File: config.mk
export PLATFORM = sky130hd
export DESIGN_NAME = sd_rr_arbiter
export DESIGN_NICKNAME = d
export VERILOG_FILES = /design/src/rtl/sd_rr_arbiter.sv
export SDC_FILE = /design/constraint.sdc
export NUM_CORES = 1
export LEC_CHECK = 0
export CAP_MARGIN = 10
export CORE_MARGIN = 4
export CORE_UTILIZATION = 38
export DETAILED_ROUTE_END_ITERATION = 6
export PLACE_DENSITY = 0.82
export SYNTH_ARGS = -nofsm -noshare
export SYNTH_HDL_FRONTEND = slang
export SYNTH_SLANG_ARGS = --single-unit
File: constraint.sdc
create_clock -name clk -period 2.35 [get_ports clk]
set_input_delay 0.705 -clock clk [delete_from_list [all_inputs] [get_ports clk]]
set_output_delay 0.705 -clock clk [all_outputs]
set_load 0.01 [all_outputs]
File: src/rtl/sd_rr_arbiter.sv
// sd_rr_arbiter: round-robin arbiter sharing one registered srdy/drdy output among N inputs,
// with optional packet lock that holds the grant from first word through eop.
module sd_rr_arbiter #(
  parameter int width = 8,
  parameter int inputs = 4,
  parameter bit lock_mode = 1'b1
) (
  input  logic                    clk,
  input  logic                    reset,
  input  logic [inputs-1:0]       c_srdy,
  output logic [inputs-1:0]       c_drdy,
  input  logic [inputs*width-1:0] c_data,
  input  logic [inputs-1:0]       c_eop,
  output logic                    p_srdy,
  input  logic                    p_drdy,
  output logic [width-1:0]        p_data,
  output logic                    p_eop,
  output logic [inputs-1:0]       p_grant
);
  localparam int pw = $clog2(inputs);
  typedef enum logic {idle, locked} state_t;
  state_t state;
  logic [pw-1:0] last, lock_idx, rr_sel, cand, sel;
  logic found, space, req, load;
  logic [inputs-1:0] onehot;
  // first requester after the last winner, wrapping modulo inputs
  always_comb begin
    rr_sel = last;
    cand = last;
    found = 1'b0;
    for (int i = 1; i <= inputs; i++) begin
      cand = pw'((int'(last) + i) % inputs);
      if (!found && c_srdy[cand]) begin
        rr_sel = cand;
        found = 1'b1;
      end
    end
  end
  assign sel = (state == locked) ? lock_idx : rr_sel;
  assign req = (state == locked) | found;
  assign space = !p_srdy | p_drdy;
  assign load = space & req & c_srdy[sel];
  assign onehot = inputs'(1) << sel;
  assign c_drdy = (space & req) ? onehot : '0;
  always_ff @(posedge clk or posedge reset) begin
    if (reset) begin
      state <= idle;
      last <= pw'(inputs - 1);
      lock_idx <= '0;
      p_srdy <= 1'b0;
      p_eop <= 1'b0;
      p_grant <= '0;
    end else if (load) begin
      state <= (lock_mode && !c_eop[sel]) ? locked : idle;
      last <= sel;
      lock_idx <= sel;
      p_srdy <= 1'b1;
      p_eop <= c_eop[sel];
      p_grant <= onehot;
    end else if (p_drdy) begin
      p_srdy <= 1'b0;
    end
  end
  // data path carries no reset; it is qualified by p_srdy
  always_ff @(posedge clk)
    if (load) p_data <= c_data[sel*width +: width];
endmodule

# Word-level counts from Yosys, hierarchy flattened
# Index checks and enable logic that the tools add are counted.
# word_totals
output_inout_bits,18
regBits,19
inputBits,43
elab_cells,55
# classes
shifts,2
magnitude_cmp,5
n_reduce_logical,8
muxes,25
bitwise,4
add_sub_neg,4
# ops
op,count
$shiftx 32x6->8,1
$lt 2x3->1 const B,5
$mux 1,13
$bmux 1 s2,6
$mux 2,5
$add 2x1->2 const B,2
$add 2x2->2 const B,2
$logic_not 1->1,4
$mux 4,1
$shl 1x2->4 const A,1
$logic_and 1x1->1,3
$and 1x1->1,2
$or 1x1->1,2
$reduce_bool 2->1,1

# Depth between registers and ports, before layout
# depth
depth_word,18
depth_mapped,8
mapped_depth_nobuf,6

# Worst setup path after synthesis
# No wires, ideal clock.
# synth_timing
path_kind,input-to-output
startpoint,in c_srdy[0]
endpoint,out c_drdy[1]
t_arrival_ns,1.717
setup_slack_ns,-0.072
path_stages,5
required_ns,1.645
n_path_buf,1
cell_sequence,or3b_1 o21ai_4 nand2_1 buf_2 nor2_1
# synth_between
elab_chain_len,15
elab_cells_between_ends,27
cone_classes,shift: 1; mux: 18; bitwise: 2; reduce/logical: 6
# synth_rtl
item,line,text
start: declaration,10,"input logic [inputs-1:0] c_srdy,"
$bmux 1 s2,33,if (!found && c_srdy[cand]) begin
$mux 1 (not written as such),33,
$mux 1,33,
$logic_not 1->1,33,
$logic_and 1x1->1,33,
$mux 1,33,
$logic_not 1->1,33,
$logic_and 1x1->1,33,
$mux 1,33,
$logic_not 1->1,33,
$logic_and 1x1->1,33,
$mux 2 / $mux 1 (equally long branches),33,
$mux 2 / $or 1x1->1 (equally long branches),"39, 40",
$shl 1x2->4 / $and 1x1->1 (equally long branches),"43, 44",
$mux 4 *,44,assign c_drdy = (space & req) ? onehot : '0;
end: declaration,11,"output logic [inputs-1:0] c_drdy,"
# Mark *: on every way between the ends. The rest lies on a longest branch, timed or not. The select of a mux whose other input is x is not followed.

# Final worst setup path
# layout_timing
startpoint,reg last[0]
endpoint,out c_drdy[2]
# layout_between
elab_chain_len,16
elab_cells_between_ends,31
cone_classes,add/sub: 4; shift: 1; mux: 18; bitwise: 2; reduce/logical: 6
# layout_rtl
item,line,text
start: declaration,23,"logic [pw-1:0] last, lock_idx, rr_sel, cand, sel;"
start signal: assignment,48,last <= pw'(inputs - 1);
start signal: assignment,55,last <= sel;
$add 2x1->2,32,cand = pw'((int'(last) + i) % inputs);
$bmux 1 s2,33,
$mux 1 (not written as such),33,
$mux 1,33,
$logic_not 1->1,33,
$logic_and 1x1->1,33,
$mux 1,33,
$logic_not 1->1,33,
$logic_and 1x1->1,33,
$mux 1,33,
$logic_not 1->1,33,
$logic_and 1x1->1,33,
$mux 2 / $mux 1 (equally long branches),33,
$mux 2 / $or 1x1->1 (equally long branches),"39, 40",
$shl 1x2->4 / $and 1x1->1 (equally long branches),"43, 44",
$mux 4 *,44,
# Marks and branches as above.

==> results.tsv <==
stage	metric	value	unit
timing	Final WS setup	-0.244	ns
timing	RSZ-0062 raised after global routing	true	
synthesis	Cells after Synth	135	
cts	Num CTS Buffers	3	
synthesis	mean area per synthesized cell	10.4	um2
place	DP HPWL	3230	um
worst_hold_path	worst hold-check path type	flop to flop	
cts	CTS Root Cell	clkbuf_8	
timing	post-route clock period utilization	1.10	
worst_setup_path	CP required	1.64	ns
route	Pre-antenna DRT Iters	5	
final_layout	area grow syn2layout	76.6	%
route	post-DR vias/cell	5.12	
cts	clk buf depth	2	
synthesis	Yosys warning total	0	
timing	final clock skew	0.00251	ns
worst_setup_path	CP Data Arrival Time	1.89	ns
floorplan	Die Ht	68.7	um
timing	final hold vios	0	
power	clock network power share	0.063	
floorplan	Initial Util	0.406	
power	sw frac	0.378	
place	RD Place Congestion	0.820	
worst_setup_path	CP max stage cell	dfstp_2	
place	placed inst area	0.00227	mm2
place	DP Cell Count	268	
final_layout	antenna cells	0	
cts	Worst-Skew Late Latency	0.25	ns
route	WL/cell	15.2	um
timing	max frequency	385	MHz
power	Net Sw Power	1360	uW
synthesis	synth unique cells	38	
grt	first-pass GRT wire length	6730	um
power	Comb power frac	0.747	
run_status	status	complete, but fails checks	
grt	antenna violations before repair	0	
worst_setup_path	crit path launch type	flop	
route	routed vias	1428	
final_layout	most common cell after layout, fill and taps aside	clkdlybuf4s50_1	
cts	Worst-path clk slew	0.07	ns
power	VDD IR max	0.825	mV
synthesis	post-synthesis simple-gate area fraction	0.200	
power	Pint	2230	uW
final_layout	final instance area	0.00247	mm2
worst_setup_path	CP Class	flop to output port	
final_layout	nets@finish	277	
route	DRT Wirelength	4230	um
worst_setup_path	CP cell instances	mux2i_2 > a221oi_2 > a31oi_2 > or2_4 > nor2_4 > buf_6	
cts	CTS tree	built	
timing	slew margin rel.	0.711	
grt	pin count of the biggest net entering global routing	18	
synthesis	FF+latch count, synth	19	
final_layout	most frequent cells in the layout	clkdlybuf4s50_1 (51), buf_4 (33), mux2i_1 (28), nand2_1 (11)	
floorplan	num rows	21	
timing	Tmin final	2.59	ns
worst_setup_path	critical path capture point type	output port	
power	Static Leak	0.00108	uW
floorplan	width of the chip	68.7	um
grt	global route overflow	0	
synthesis	xor-xnor portion of the synthesized cell area	0	
synthesis	multiplexer share of the synthesized area	0.261	
cts	Sink Count	19	
route	remaining antenna violation count after routing	0	
timing	Worst Tran Pin Value	0.433	ns
floorplan	io pins	61	
route	1st-iter DRT viols	85	
synthesis	Mapped Area	0.00140	mm2
flow_run	# Max-Cap Violations	0	
power	Power per Cell Area	1450	mW/mm2
grt	total global-route track usage	0.189	
grt	number of global-route vias before repair	1542	
final_layout	non-filler cells, final	279	
place	I/O Buffers	60	
synthesis	compound-cell area share of the yosys netlist	0.131	
floorplan	core area	0.00344	mm2
run_status	failing checks	negative setup slack	
synthesis	register area share after synthesis	0.370	
floorplan	die footprint	0.00472	mm2
synthesis	Synthesized Nets	178	
worst_setup_path	CP max stage delay	0.61	ns
worst_setup_path	Critical Path Fanout Max	7	
synthesis	combinational family with the most area after synthesis	multiplexers	
final_layout	layout cells sized above 1	0.361	
route	DRC	0	
timing	endpoints failing setup	20	
power	register share of total power	0.190	
synthesis	Adder-Cell Fraction of Synth Area	0	
cts	htree depth	1	
timing	count of final max-slew check failures	0	
[cells by family after synthesis]
kind of cell    count (synthesis)
simple gates                   51
mux                            34
buf+inv                        11
flops                          19
compound gates                 20
[path summary, 6_finish.rpt]
check / cells after the start / slack [ns] / end / start
max: 6 / -0.24 / c_drdy[2] / last[0]
min: 1 / 0.50 / lock_idx[1] / lock_idx[1]
max reg2reg: 11 / -0.13 / lock_idx[0] / last[1]
min reg2reg: 1 / 0.50 / lock_idx[1] / lock_idx[1]
max in group asynchronous: 2 / 1.27 / last[0] / reset
min in group asynchronous: 2 / 0.75 / lock_idx[1] / reset
[worst max-delay path, delay by kind of cell, from the launching register on]
| kind | cells | cell delay [ns] |
|---|---|---|
| DFF | 1 | 0.61 |
| AOI/OAI and AO/OA | 2 | 0.43 |
| and+or+nand+nor | 2 | 0.39 |
| buffers and inverters | 1 | 0.11 |
| muxes | 1 | 0.10 |
[power groups by stage]
stage / clock network (uW) / logic [uW] / registers, uW
after detailed placement: 0 / 2380 / 686
after global routing: 238 / 2870 / 704
after global placement: 0 / 2310 / 677
after CTS: 228 / 2600 / 683
final: 225 / 2680 / 682
after floorplan: 0 / 1320 / 729
[layout make-up]
cell class / instances / area [um2]
clock buffer: 4 / 45.0
multi-input combinational: 105 / 913
tap: 46 / 57.6
timing repair buffer: 99 / 913
fill: 242 / 972
inverter: 6 / 22.5
sequential: 19 / 518
[per-layer routing]
| layer | share of wire | wire length (um) | GRT usage | up-vias |
|---|---|---|---|---|
| li1 | - | - | - | 687 |
| met2 | 0.50 | 2110 | 0.340 | 82 |
| met4 | 0.025 | 104 | 0.0794 | 0 |
| met3 | 0.11 | 461 | 0.0567 | 10 |
| met1 | 0.37 | 1550 | 0.203 | 649 |
| met5 | 0 | 0 | 0 | - |
[repair_timing]
action,CTS,global route
pin swaps,9,5
hold buffers,0,0
gates cloned,0,0
setup endpoints to repair,31,17
buffers inserted,6,1
gates resized for setup,66,4
[stage by stage]
step / setup TNS, ns / total power, uW / hold slack, ns / setup slack, ns / utilization
2_1_floorplan: -0.0124 / 2040 / 0.441 / -0.00618 / -
3_3_place_gp: -16.98 / 2990 / 0.460 / -1.05 / 0.661
3_5_place_dp: -19.31 / 3070 / 0.479 / -1.13 / 0.661
4_1_cts: -0.669 / 3510 / 0.494 / -0.180 / 0.709
5_1_grt: -3.65 / 3810 / 0.527 / -0.291 / 0.718
6_report: -2.50 / 3590 / 0.495 / -0.244 / 0.718
[synthesized netlist by cell type (all sizes together)]
cell type	n	share of area
mux2i	29	0.21
nand2	12	0.032
nor2	10	0.027
dfrtp	9	0.16
edfxtp	8	0.17
nand2b	7	0.038
inv	6	0.016
buf	5	0.021
mux2	5	0.054
nand3	5	0.018
nor3	4	0.014
o21ai	4	0.022
a21oi	3	0.011
or2	3	0.015
a21o	2	0.011
a31oi	2	0.0089
and3	2	0.013
dfstp	2	0.038
nand3b	2	0.011
nor2b	2	0.0089
o211ai	2	0.011
a221oi	1	0.011
a32oi	1	0.0063
a41oi	1	0.0063
and2	1	0.0045
and2b	1	0.0072
nor3b	1	0.0054
o21a	1	0.0054
o22ai	1	0.014
o311ai	1	0.019
o31ai	1	0.0054
or3b	1	0.0063
[flip-flops by register name, summed over array words and instances (netlist names)]
name,cells
last,2
state,1
p_srdy,1
p_eop,1
p_grant,4
p_data,8
lock_idx,2
(Power assumes the default switching activity.)
